[src/rtl/fifo_pkg.sv]
// Shared constants for the single-clock FIFO and its storage array.
// Benches use FIFO_DEPTH to size fill and wrap sequences.
package fifo_pkg;
    localparam int FIFO_DATA_WIDTH = 8;
    localparam int FIFO_ADDR_WIDTH = 4;
    localparam int FIFO_DEPTH      = 1 << FIFO_ADDR_WIDTH;
endpackage

[src/rtl/fifo_mem.sv]
// Simple dual-port register array: synchronous write, registered read with enable.
// Only the read register is reset; the storage contents are don't-care after reset.
module fifo_mem
    import fifo_pkg::*;
#(
    parameter int DATA_WIDTH = FIFO_DATA_WIDTH,
    parameter int ADDR_WIDTH = FIFO_ADDR_WIDTH
) (
    input  logic                  clk,
    input  logic                  rst,
    input  logic                  i_wr_en,
    input  logic [ADDR_WIDTH-1:0] i_wr_addr,
    input  logic [DATA_WIDTH-1:0] i_wr_data,
    input  logic                  i_rd_en,
    input  logic [ADDR_WIDTH-1:0] i_rd_addr,
    output logic [DATA_WIDTH-1:0] o_rd_data
);
    logic [DATA_WIDTH-1:0] r_mem [2**ADDR_WIDTH];
    logic [DATA_WIDTH-1:0] r_rd_data;

    always_ff @(posedge clk) begin
        if (i_wr_en) begin
            r_mem[i_wr_addr] <= i_wr_data;
        end
    end

    // The read register holds its value whenever no read is accepted.
    always_ff @(posedge clk or posedge rst) begin
        if (rst) begin
            r_rd_data <= '0;
        end else if (i_rd_en) begin
            r_rd_data <= r_mem[i_rd_addr];
        end
    end

    assign o_rd_data = r_rd_data;
endmodule

[src/rtl/fifo.sv]
// Single-clock FIFO with wrap-bit pointers, combinational full/empty flags and
// registered read data (no first-word fall-through).
module fifo
    import fifo_pkg::*;
#(
    parameter int DATA_WIDTH = FIFO_DATA_WIDTH,
    parameter int ADDR_WIDTH = FIFO_ADDR_WIDTH
) (
    input  logic                  clk,
    input  logic                  rst,
    input  logic                  wr_en,
    input  logic                  rd_en,
    input  logic [DATA_WIDTH-1:0] data_in,
    output logic [DATA_WIDTH-1:0] data_out,
    output logic                  full,
    output logic                  empty
);
    localparam int PTR_W = ADDR_WIDTH + 1;

    logic [PTR_W-1:0] r_wr_ptr;
    logic [PTR_W-1:0] r_rd_ptr;
    logic             w_full;
    logic             w_empty;
    logic             w_wr_accept;
    logic             w_rd_accept;

    // Equal low bits with differing wrap bits means the writer is a full lap ahead.
    assign w_empty = (r_wr_ptr == r_rd_ptr);
    assign w_full  = (r_wr_ptr[ADDR_WIDTH-1:0] == r_rd_ptr[ADDR_WIDTH-1:0]) &&
                     (r_wr_ptr[ADDR_WIDTH] != r_rd_ptr[ADDR_WIDTH]);

    assign w_wr_accept = wr_en & ~w_full;
    assign w_rd_accept = rd_en & ~w_empty;

    always_ff @(posedge clk or posedge rst) begin
        if (rst) begin
            r_wr_ptr <= '0;
            r_rd_ptr <= '0;
        end else begin
            if (w_wr_accept) begin
                r_wr_ptr <= r_wr_ptr + PTR_W'(1);
            end
            if (w_rd_accept) begin
                r_rd_ptr <= r_rd_ptr + PTR_W'(1);
            end
        end
    end

    fifo_mem #(
        .DATA_WIDTH (DATA_WIDTH),
        .ADDR_WIDTH (ADDR_WIDTH)
    ) u_mem (
        .clk       (clk),
        .rst       (rst),
        .i_wr_en   (w_wr_accept),
        .i_wr_addr (r_wr_ptr[ADDR_WIDTH-1:0]),
        .i_wr_data (data_in),
        .i_rd_en   (w_rd_accept),
        .i_rd_addr (r_rd_ptr[ADDR_WIDTH-1:0]),
        .o_rd_data (data_out)
    );

    assign full  = w_full;
    assign empty = w_empty;
endmodule

[config.mk]
export PLATFORM = sky130hd
export DESIGN_NAME = fifo
export DESIGN_NICKNAME = d
export VERILOG_FILES = /design/src/rtl/fifo_pkg.sv /design/src/rtl/fifo_mem.sv /design/src/rtl/fifo.sv
export SDC_FILE = /design/constraint.sdc
export NUM_CORES = 1
export LEC_CHECK = 0
export CAP_MARGIN = 20
export CORE_MARGIN = 2
export CORE_UTILIZATION = 40
export CTS_BUF_LIST = sky130_fd_sc_hd__clkbuf_2 sky130_fd_sc_hd__clkbuf_4 sky130_fd_sc_hd__clkbuf_8
export DETAILED_ROUTE_END_ITERATION = 16
export GPL_ROUTABILITY_DRIVEN = 0
export MAX_ROUTING_LAYER = met4
export PLACE_DENSITY_LB_ADDON = 0.1
export SLEW_MARGIN = 20
export SYNTH_ARGS = -nofsm -noshare
export SYNTH_HDL_FRONTEND = slang
export SYNTH_HIERARCHICAL = 1
export SYNTH_SLANG_ARGS = --single-unit
[constraint.sdc]
create_clock -name clk -period 7.2 [get_ports clk]
set_clock_uncertainty 0.2 [all_clocks]
set_input_delay 1.44 -clock clk [delete_from_list [all_inputs] [get_ports clk]]
set_output_delay 1.44 -clock clk [all_outputs]
set_load 0.02 [all_outputs]
---- Word-level counts from Yosys, hierarchy flattened ----
Memories as Yosys holds them, arrays and structs flattened. A register that Yosys moved wholly into a read port is not among the register bits.
Cells that the tools add are included.
operators by class
  bitwise logic cells ..................... 4
  equality and inequality tests ........... 3
  mux-type cells .......................... 2
  reduce and logical (&&, ||, !) cells .... 1
  add/subtract/negate cells ............... 2
operators with widths
  cell                 count
  $add 5x1->5 const B  2
  $eq 5x5->1           1
  $eq 4x4->1           1
  $and 1x1->1          2
  $mux 1               2
  $not 1->1            2
  $logic_and 1x1->1    1
  $ne 1x1->1           1
word-level totals
  logic and storage cells ................. 15
  memory bits (writable) .................. 128
  memories ................................ 1
  input port bits ......................... 12
  bits in registers ....................... 10
memories
  memory       words  bits a word  read ports  clocked after memory_dff  wr ports  RTL line        RTL
  u_mem.r_mem  16     8            1           1                         1         fifo_mem.sv:18  logic [DATA_WIDTH-1:0] r_mem [2**ADDR_WIDTH];

---- Depth between registers and ports, before layout ----
  word-level depth ........................ 6
  mapped depth ............................ 8

---- Modules after synthesis ----
Netlist, hierarchy kept.
by module, submodules not included
  module    times used  area an instance (um^2)  cells an instance
  fifo_mem  1           5,335.1                  241
  fifo      1           598.1                    46

---- Worst setup path after synthesis ----
Ideal clock, no wire load.
  kind .................................... input-to-reg
  start point ............................. input port wr_en
  end point ............................... memory u_mem/r_mem[0][0] (netlist name) (enable)
  setup slack ............................. 3,911 ps
  required time ........................... 6,617 ps
  data arrival time ....................... 2,705 ps
  cell stages on the path ................. 4
  cells stage by stage .................... o21ai_2 -> inv_1 -> or3b_2 -> nor3_1
on the way
  longest elaborated chain between the ends .. 3
RTL lines
  item                          RTL line        RTL
  start: declaration            fifo.sv:11      input logic wr_en,
  $and 1x1->1                   fifo.sv:32      assign w_wr_accept = wr_en & ~w_full;
  net w_wr_accept               fifo.sv:24      logic w_wr_accept;
  $mux 1                        fifo_mem.sv:22  if (i_wr_en) begin
  $mux 1 (not written as such)  fifo_mem.sv:23  r_mem[i_wr_addr] <= i_wr_data;
  end: declaration              fifo_mem.sv:18
The timed path passes the listed nets, and every way through them passes these cells.

---- Final worst setup path ----
  start point ............................. register r_rd_ptr[2]
  end point ............................... output port empty
on the way
  longest elaborated chain between the ends .. 1
RTL lines
  item                      RTL line    RTL
  start: declaration        fifo.sv:21  logic [PTR_W-1:0] r_rd_ptr;
  start signal: assignment  fifo.sv:44  r_rd_ptr <= r_rd_ptr + PTR_W'(1);
  $eq 5x5->1                fifo.sv:28  assign w_empty = (r_wr_ptr == r_rd_ptr);
  end: declaration          fifo.sv:16  output logic empty
No other way between the ends.

==> out/results.ini <==
[run_status]
status=finished, final reports clean

[setup_path]
worstSetupEndpointType=output pin
path_max_fanout=36
crit_start=r_rd_ptr[2]
worst_setup_path_start_kind=flop
r2r_slack_ns=3.78
setup.worst_path.class=flop to output pin
timing.rr.start=r_rd_ptr[2]
timing.rr.end=u_mem/r_mem[2][2]
critical_path_required_ns=5.56
endpoint=empty
crit_arrival_ns=2.68
rr_worst_depth=6

[min_path]
hp-class=flop to flop
hold_start=r_wr_ptr[4]

[yosys]
postSynth.asyncResetShare_pct=12.3
synth_top_family_by_area=multiplexers
synth_mux_area_share_pct=14.4
yosysTopAreaCell=edfxtp_1
synth_top_area_share_pct=64.8
synthTopCellsByArea=edfxtp_1 (65%), mux4_2 (9.9%), dfrtp_1 (7.6%)
synthXorXnorAreaFrac_pct=2.70
syn_area_per_cell_um2=20.7
postSynthNetCount=301
yosys.area_share.adder_pct=0.422
yosysSeqAreaShare_pct=72.4
yosysWarningCount=6
postSynthCellCount=287
synth-seq-cells=146
synth_edf_count=128
synth.distinct_cells=35
synth_compound_area_share_pct=4.07
syn_area_mm2=0.00593
synthFlopType=edfxtp_1
synth-simple-area-share_pct=3.63

[pwr]
vdd_drop_max_mv=0.167
p_seq_share_pct=48.0
combPwrFrac_pct=29.8
intPower_w=0.00175
leakage_nw=2.17
swShare_pct=32.1
p_per_area_mw_per_mm2=388
net-switching-power_w=0.000827
pwr-share-clk_pct=22.3

[global_routing]
grt_pass1_vias=2871
grt_max_degree=37
track_usage_pct=16.5
antenna_found_initial=0
overflow=0
grt_pass1_wl_mm=18.0

[sta]
rsz0062_at_grt=no
finalHoldViolations=0
worst_slew_pin_slew_ns=1.08
fin_crit_sh_pct=60.0
setup_tns_ns=0
setup_violations=0
slew_headroom_pct=28.1
period_minus_slack_ns=4.32
fmax_mhz=231
drv_slew=0

[clocking]
cts.sinks=146
cts_tree=done
clock_path_buffers=2
clk_transition_reported_paths_ns=0.07
clock-root-buffer=clkbuf_8
cts_buffers=17
cts_setup_buffers=0
clk_latency_ns=0.44
hold_buffers=0
cts_htree_levels=4
cts_resized=0

[floorplanning]
die_y_um=126
core_area_mm2=0.0145
pin_count=22
die_area_mm2=0.0158
initial_core_util_pct=40.8
die_w_um=126
core.rowCount=44

[finish]
fin_util_pct=45.7
n_antenna_cell=0
area_growth_pct=11.9
fin_nets=331
drive_gt1_share_pct=26.1

[route]
routed_via_density=5.47
first_pass_iters=4
ant_nets=0
drt-initial-drc-count=198
num_vias=2814
wire_per_inst_um=23.0
drc=0
routed_wl_mm=11.8

[placed_design]
post-dp-hpwl_mm=7.28
port-buffer-count=21

[run]
maxCapViolCount=0

## registers in the layout, indices dropped and copies added, names as in the netlist
| name | cells |
|---|---|
| r_rd_ptr | 5 |
| u_mem/r_mem | 128 |
| r_wr_ptr | 5 |
| u_mem/o_rd_data | 8 |
## power groups by stage
| stage | combinational, W | clock [W] | sequential [W] |
|---|---|---|---|
| after floorplan | 0.000659 | 0 | 0.00117 |
| after global placement | 0.000776 | 0 | 0.00126 |
| after detailed placement | 0.000779 | 0 | 0.00126 |
| after CTS | 0.000783 | 0.000590 | 0.00124 |
| after global routing | 0.000826 | 0.000628 | 0.00126 |
| final | 0.000767 | 0.000573 | 0.00124 |
## layout make-up
type | count | area (µm²)
clock inverter | 8 | 62.6
inverter | 4 | 15.0
sequential | 146 | 4300
tap | 184 | 230
multi-input combinational | 123 | 1500
clock buffer | 24 | 293
fill | 1304 | 7900
timing repair buffer | 25 | 240
## critical path, cell delays in order, from the launching register on
cell and delay, ns:
dfrtp_2 1.07, xnor2_2 0.20, nand4_4 0.21, nor2_1 0.14, clkdlybuf4s50_1 0.61
## placed cells by master (no fill, tap or decap), drive strengths merged
cell type,Yosys,routed
edfxtp,128,128
mux4,32,32
clkbuf,0,24
nor2,22,22
clkdlybuf4s50,0,21
dfrtp,18,18
xnor2,13,13
mux2i,8,8
a221oi,8,8
o22ai,8,8
clkinv,0,7
inv,4,4
o211ai,4,4
buf,14,4
nor3,4,4
nand2b,3,3
and2,3,3
o21ai,2,2
mux2,2,2
o2111ai,2,2
ha,2,2
nand3b,2,2
and3,2,2
nand4,1,1
xor2,1,1
bufinv,0,1
or2,1,1
nand2,1,1
nand3,1,1
or3b,1,1
## cells in the mapped netlist, types with 3 or more instances
library cell / number
a221oi_2: 8
buf_1: 4
buf_6: 5
dfrtp_1: 18
edfxtp_1: 128
inv_1: 4
mux2i_1: 8
mux4_1: 6
mux4_2: 26
nand2b_1: 3
nor2_1: 22
nor3_1: 4
o211ai_1: 4
o22ai_1: 7
xnor2_1: 9
xnor2_2: 4
## cell families after synthesis
| family | count (synthesis) |
|---|---|
| flip-flops | 146 |
| multiplexers | 42 |
| AND/OR/NAND/NOR | 41 |
| AO/OA/AOI/OAI | 24 |
| buffers and inverters | 18 |
| XOR/XNOR | 14 |
| adder cells (fa/ha/maj) | 2 |
## per-stage QoR
stage          power, W  cell area, µm²  hold slack, ns  std cells  setup slack [ns]
6_report        0.00258            6640           0.366        514              2.88
5_1_grt         0.00271            6640           0.395        514              2.68
4_1_cts         0.00262            6630           0.370        514              2.77
3_5_place_dp    0.00204            6280           0.355        482              2.99
3_3_place_gp    0.00203            6280           0.351        482              3.13
2_1_floorplan   0.00183            5930           0.327        287              3.91
## routing by layer
metal,part of all wire [%],global-route usage (%),vias to the layer above
li1,-,-,1232
met1,45,22.3,1490
met2,48,24.6,73
met3,4.9,3.74,19
met4,1.8,6.40,0
met5,0,-,-
## worst min path at each step
| stage | endpoint | cells past startpoint |
|---|---|---|
| floorplan | r_rd_ptr[3] | 1 |
| global placement | r_wr_ptr[4] | 1 |
| detailed placement | r_wr_ptr[4] | 1 |
| CTS | r_wr_ptr[4] | 1 |
| global route | r_wr_ptr[4] | 1 |
| finish | r_wr_ptr[4] | 1 |
(Power assumes the default switching activity.)
